### src/rtl/clk_gen_pkg.sv
// Shared helpers for integer clock dividers: half-period calculation and counter sizing.
package clk_gen_pkg;

    // Half-period in source cycles, truncated and clamped to at least one cycle.
    function automatic int calc_half(input int main_hz, input int clk_hz);
        int h;
        if (clk_hz <= 0) begin
            return 1;
        end
        h = main_hz / (2 * clk_hz);
        return (h < 1) ? 1 : h;
    endfunction

    function automatic int ctr_width(input int half);
        int w;
        w = $clog2(half);
        return (w < 1) ? 1 : w;
    endfunction

endpackage

### src/rtl/clk_gen.sv
// Free-running 50 % duty-cycle clock divider; out_clk is driven directly from a flop.
// Optional simulation-only parameter and toggle checks are enabled with CLKGEN_CHECKS_EN.
module clk_gen
    import clk_gen_pkg::*;
#(
    parameter int   MAIN_CLK_HZ = 50_000_000,
    parameter int   CLK_HZ      = 10_000,
    parameter logic CLK_INIT    = 1'b1
) (
    input  logic in_clk,
    input  logic in_rst,
    output logic out_clk
);

    localparam int HALF  = calc_half(MAIN_CLK_HZ, CLK_HZ);
    localparam int CTR_W = ctr_width(HALF);
    localparam logic [CTR_W-1:0] CTR_LAST = CTR_W'(HALF - 1);

    logic [CTR_W-1:0] ctr;

    // Toggle is registered on the same edge as terminal count, so no extra latency.
    always_ff @(posedge in_clk) begin
        if (in_rst) begin
            ctr     <= '0;
            out_clk <= CLK_INIT;
        end else if (ctr == CTR_LAST) begin
            ctr     <= '0;
            out_clk <= ~out_clk;
        end else begin
            ctr <= ctr + CTR_W'(1);
        end
    end

`ifdef CLKGEN_CHECKS_EN
    initial begin
        if (CLK_HZ == 0 || MAIN_CLK_HZ == 0) begin
            $error("clk_gen: zero frequency parameter (MAIN_CLK_HZ=%0d CLK_HZ=%0d)",
                   MAIN_CLK_HZ, CLK_HZ);
        end else begin
            if (MAIN_CLK_HZ / (2 * CLK_HZ) < 1) begin
                $warning("clk_gen: half-period clamped to 1, output runs at MAIN_CLK_HZ/2");
            end
            if (MAIN_CLK_HZ % (2 * CLK_HZ) != 0) begin
                $warning("clk_gen: non-integer ratio, output runs above CLK_HZ");
            end
        end
    end

    property p_toggle_at_terminal;
        @(posedge in_clk) disable iff (in_rst)
            (!$past(in_rst) && (out_clk != $past(out_clk))) |-> ($past(ctr) == CTR_LAST);
    endproperty
    a_toggle_at_terminal: assert property (p_toggle_at_terminal);
`endif

endmodule

### config.mk
export PLATFORM = sky130hd
export DESIGN_NAME = clk_gen
export DESIGN_NICKNAME = d
export VERILOG_FILES = /design/src/rtl/clk_gen_pkg.sv /design/src/rtl/clk_gen.sv
export SDC_FILE = /design/constraint.sdc
export NUM_CORES = 1
export LEC_CHECK = 0
export ABC_AREA = 1
export CAP_MARGIN = 10
export CORE_AREA = 3 3 40 42
export CTS_CLUSTER_DIAMETER = 60
export CTS_CLUSTER_SIZE = 16
export DETAILED_ROUTE_END_ITERATION = 12
export DIE_AREA = 0 0 43 45
export GPL_ROUTABILITY_DRIVEN = 1
export MAX_ROUTING_LAYER = met4
export PLACE_DENSITY_LB_ADDON = 0.1
export SKIP_CTS_REPAIR_TIMING = 1
export SYNTH_ARGS = -nofsm -noshare
export SYNTH_HDL_FRONTEND = slang
export SYNTH_SLANG_ARGS = --single-unit
### constraint.sdc
create_clock -name in_clk -period 2.5 [get_ports in_clk]
set_input_delay 0.5 -clock in_clk [delete_from_list [all_inputs] [get_ports in_clk]]
set_output_delay 0.5 -clock in_clk [all_outputs]
set_load 0.01 [all_outputs]
==> results.toml, run 1 <==
[global_routing]
grt_max_degree = 12
grt_pass1_vias = 469
antenna_found_initial = 0
grt_usage_pct = 13.3
grt_pass1_wl_mm = 1.85
overflow = 0

[pwr]
p_switching_uw = 81.4
p_clk_share_pct = 35.6
power_frac_comb_pct = 5.2
p_int_uw = 280
seq_power_share_pct = 59.2
total_power_uw = 361
p_leak_nw = 0.241
vdd_ir_drop_max_mv = 0.322
switching_share_pct = 22.5
power_density_nw_per_um2 = 501

[clock_tree]
cts-root-buf = "clkbuf_4"
path_clk_slew_ps = 80
htree_levels = 1
clockBufferDepth = 2
cts_buffers = 3
cts_tree = "yes"
cts.sinks = 13
clk-insertion-delay-late_ps = 270

[detailed_routing]
drt_iter0_drc = 11
drcViolationCount = 0
avgRoutedWirePerCell_um = 9.65
drtAntennaViolNets = 0
route.vias.total = 513
wirelength_mm = 1.02
firstDrtPassIters = 4
vias_per_cell = 4.84

[logic_synthesis]
yosys_warnings = 0
netlist.area_leader.share_pct = 38.5
synthCells = 86
ys_seq_area_share_pct = 38.5
synth.area.top_cells = "dfxtp_1 39%, nand2_1 11%, nor2_2 7.4%, a21oi_2 5.2%, nand3_1 5.2%"
ys_ff_latch = 13
synth.distinct_cells = 20
syn_nets = 89
syn_avg_cell_area_sq_um = 7.86
syn-cell-area_sq_um = 676
synth_top_area_cell = "dfxtp_1"

[cells_and_area]
drive_gt1_share_pct = 25.3
final_cell_mix = "19 x nand2_1, 13 x dfxtp_1, 8 x inv_1, 8 x nor2_2, 8 x nor2_1"
layout_commonest_cell = "nand2_1"
n_fill_cell = 126
n_antenna_cell = 0
fin_nets = 95
syn_to_final_growth_pct = 6.67

[worst_setup_path]
path_buf_inv = 1
critPathKind = "reg -> out"
arrival_ps = 1160
path_cells = "clkdlybuf4s50_1"
cp_slowest_cell = "clkdlybuf4s50_1"
worstSetupEndpointType = "output port"
crit_path_max_fanout = 3
cp_slowest_stage_delay_ps = 540
crit_required_ps = 2000
critPathTopFamily = "buffers and inverters"
start_kind = "flop"

[die]
die_h_um = 45
num_rows = 13
start_util_pct = 52.6
dieArea_sq_um = 1940
ios = 3
core_area_sq_um = 1280
die_x_um = 43

[timing]
rsz0062_at_grt = "no"
finalCritPeriodShare_pct = 66.5
relSlewSlack_pct = 83.4
tightest_slew_ps = 248
finalCriticalPeriod_ps = 1660
hold_viol_final = 0
slew_violations = 0
setup_slack_ps = 837
setup_viol = 0
setup_tns_ps = 0
max_freq_mhz = 601
fin_skew_ps = 1.01

[job]
cap_violations = 0

[placed_design]
dp_slack_ps = 1090
io_buffers = 2
routabilityCongestion = 0.710
dp_hpwl_um = 801

[worst_hold_path]
hold_class = "reg -> reg"

[status]
status = "complete, no violations"
## stage by stage
step	hold WS (ps)	cell area (sq um)	util, %	cells
2_1_floorplan	430	676	-	86
3_3_place_gp	441	694	54.0	102
3_5_place_dp	468	694	54.0	102
4_1_cts	484	721	56.1	106
5_1_grt	528	721	56.1	106
6_report	482	721	56.1	106
## worst paths after layout
check                                     startpoint            endpoint  slack, ps  cells past startpoint
worst max-delay path            out_clk$_SDFFE_PP1N_             out_clk        840                      1
worst min-delay path               ctr[0]$_SDFF_PP0_   ctr[0]$_SDFF_PP0_        480                      1
worst max register to register     ctr[0]$_SDFF_PP0_  ctr[10]$_SDFF_PP0_       1210                      5
worst min register to register     ctr[0]$_SDFF_PP0_   ctr[0]$_SDFF_PP0_        480                      1
## registers in the layout (all words and copies together), names as in the netlist
| signal | flops |
|---|---|
| out_clk | 1 |
| ctr | 12 |
## synthesized netlist by cell type, drive strengths merged
| library cell | count |
|---|---|
| nand2 | 22 |
| nor2 | 17 |
| dfxtp | 13 |
| inv | 10 |
| nand3 | 8 |
| a21oi | 6 |
| xor2 | 3 |
| nand4 | 2 |
| buf | 1 |
| ha | 1 |
| nand3b | 1 |
| or2 | 1 |
| xnor2 | 1 |
## per-layer routing
layer	wire [um]	global-route usage [%]	part of all wire (%)	vias up
met2	443	20.1	43	8
met4	11	5.42	1.1	0
met3	36	4.78	3.5	2
met1	532	16.3	52	225
li1	-	-	-	278
met5	0	-	0	-
## cells by family after synthesis
group | share of synthesized area, %
and+or+nand+nor | 39.3
DFF | 38.5
buffers and inverters | 8.52
AOI/OAI and AO/OA | 6.67
xor gates and xnor gates | 5.19
adders and majority gates | 1.85
## cell type report
| type | count | area (sq um) | share of cell area (%) |
|---|---|---|---|
| timing repair buffer | 2 | 20.0 | 2.78 |
| clock buffer | 4 | 26.3 | 3.65 |
| inverter | 10 | 37.5 | 5.21 |
| sequential | 13 | 260 | 36.1 |
| multi-input combinational | 62 | 358 | 49.7 |
| tap | 15 | 18.8 | 2.60 |
## power groups by stage
| stage | Sequential, mW | Combinational, mW | Clock (mW) |
|---|---|---|---|
| after floorplan | 0.218 | 0.0185 | 0 |
| after global placement | 0.219 | 0.0183 | 0 |
| after detailed placement | 0.219 | 0.0191 | 0 |
| after CTS | 0.214 | 0.0190 | 0.135 |
| after global routing | 0.215 | 0.0210 | 0.144 |
| final | 0.214 | 0.0187 | 0.129 |
Note: power is estimated with default switching activity, not from simulation.
==> run 2, diff against run 1 <==
- CORE_AREA: 3 3 40 42 -> unset
- CORE_MARGIN: unset -> 3
- CORE_UTILIZATION: unset -> 50
- DIE_AREA: 0 0 43 45 -> unset
- clock period: 2.5 -> 1.43 ns (I/O delays scaled with it)
==> run 2 against run 1 <==
Sequential cell count unchanged. Combinational power increased by 70%. Register-to-register slack got worse by 1000 ps. Critical path type is now reg -> reg. Hold slack got worse by 19 ps. Count of clock-buffer cells in the layout unchanged. First-iteration DRC count increased by 64%. Critical endpoint is now ctr[11]$_SDFF_PP0_. Clock power increased by 75%.
==> results.toml, run 2 (synthesized netlist as in run 1, its figures left out) <==
[global_routing]
grt_max_degree = 12
overflow = 0
grt_usage_pct = 13.6
antenna_found_initial = 0
grt_pass1_wl_mm = 1.88
grt_pass1_vias = 453

[worst_setup_path]
worstSetupEndpointType = "flop"
path_cells = "ha_1 -> nand2_2 -> nor2_4 -> nand3_4 -> nand2_4 -> a21oi_1"
arrival_ps = 1410
reg2reg_depth = 6
path_buf_inv = 0
critPathTopFamily = "simple AND/OR/NAND/NOR gates"
critical_path_depth = 6
critPathKind = "reg -> reg"
r2r_slack_ps = 180
crit_required_ps = 1600
cp_slowest_stage_delay_ps = 370
rr_startpoint = "ctr[0]$_SDFF_PP0_"
cp_slowest_cell = "dfxtp_1"
r2r-end = "ctr[11]$_SDFF_PP0_"
cp-endpoint = "ctr[11]$_SDFF_PP0_"
crit_path_max_fanout = 11
start_kind = "flop"
startpoint = "ctr[0]$_SDFF_PP0_"

[die]
core_area_sq_um = 1190
start_util_pct = 57.0
die_x_um = 42.8
die_h_um = 42.8
ios = 3
dieArea_sq_um = 1830
num_rows = 12

[timing]
max_freq_mhz = 802
setup_slack_ps = 183
setup_viol = 0
hold_viol_final = 0
tightest_slew_ps = 248
finalCritPeriodShare_pct = 87.2
fin_skew_ps = 3.07
setup_tns_ps = 0
finalCriticalPeriod_ps = 1250
rsz0062_at_grt = "no"
relSlewSlack_pct = 83.4
slew_violations = 0

[detailed_routing]
drtAntennaViolNets = 0
vias_per_cell = 4.87
route.vias.total = 511
drt_iter0_drc = 18
avgRoutedWirePerCell_um = 10.2
firstDrtPassIters = 4
drcViolationCount = 0
wirelength_mm = 1.07

[worst_hold_path]
hold_class = "reg -> reg"
worstHoldStart = "ctr[0]$_SDFF_PP0_"

[placed_design]
io_buffers = 2
dp_hpwl_um = 816
routabilityCongestion = 0.799
dp_slack_ps = 153

[job]
cap_violations = 0

[clock_tree]
cts_tree = "yes"
cts_buffers = 3
clk-insertion-delay-late_ps = 270
clockBufferDepth = 2
htree_levels = 1
cts.sinks = 13
path_clk_slew_ps = 80
cts-root-buf = "clkbuf_4"

[cells_and_area]
reg.largest.list = "ctr: 12 flops, out_clk: 1 flops"
layout_commonest_cell = "nand2_1"
largest_register_ff_count = 12
post-route-util_pct = 61.3
drive_gt1_share_pct = 25.3
syn_to_final_growth_pct = 7.59
n_fill_cell = 118
top_register = "ctr"
final_cell_mix = "19 x nand2_1, 13 x dfxtp_1, 8 x inv_1, 8 x nor2_1"
n_antenna_cell = 0
fin_nets = 95

[status]
status = "complete, no violations"

[pwr]
power_density_nw_per_um2 = 870
total_power_uw = 633
p_leak_nw = 0.240
vdd_ir_drop_max_mv = 0.553
-- run 2: routing by layer --
layer	vias to the layer above	GRT usage, %	routed length, um
met4	0	3.73	10
met5	-	-	0
met1	222	19.1	562
li1	278	-	-
met3	2	3.81	52
met2	9	18.9	449
-- run 2: through the flow --
stage | instance area (sq um) | instances | hold slack, ps
detailed placement | 693 | 101 | 447
CTS | 719 | 105 | 466
floorplan | 676 | 86 | 430
global route | 727 | 105 | 508
finish | 727 | 105 | 463
global placement | 693 | 101 | 448
-- run 2: final cells by class --
class	instances	area, sq um	area share, %
Sequential cell	13	260	35.8
Inverter	10	37.5	5.16
Multi-Input combinational cell	62	363	49.9
Clock buffer	4	26.3	3.61
Timing Repair Buffer	2	22.5	3.10
Tap cell	14	17.5	2.41
-- run 2: how the worst min path moves through the flow --
stage / end / slack [ps] / cells past startpoint
global placement: ctr[0]$_SDFF_PP0_ / 450 / 1
detailed placement: ctr[0]$_SDFF_PP0_ / 450 / 1
CTS: ctr[0]$_SDFF_PP0_ / 470 / 1
global route: ctr[11]$_SDFF_PP0_ / 510 / 2
finish: ctr[0]$_SDFF_PP0_ / 460 / 1
floorplan: ctr[0]$_SDFF_PP0_ / 430 / 1
-- run 2: report_power, final --
group / internal (mW) / total [mW] / leakage (nW) / switching [mW]
logic: 0.0126 / 0.0318 / 0.120 / 0.0192
registers: 0.369 / 0.374 / 0.105 / 0.00578
clock network: 0.108 / 0.226 / 0.0150 / 0.118
total: 0.489 / 0.633 / 0.240 / 0.143
==> run 3, diff against run 2 <==
- TNS_END_PERCENT: unset -> 20
==> results of run 3 <==
Same layout as run 2: the final DEF is identical, and so are final timing and power.
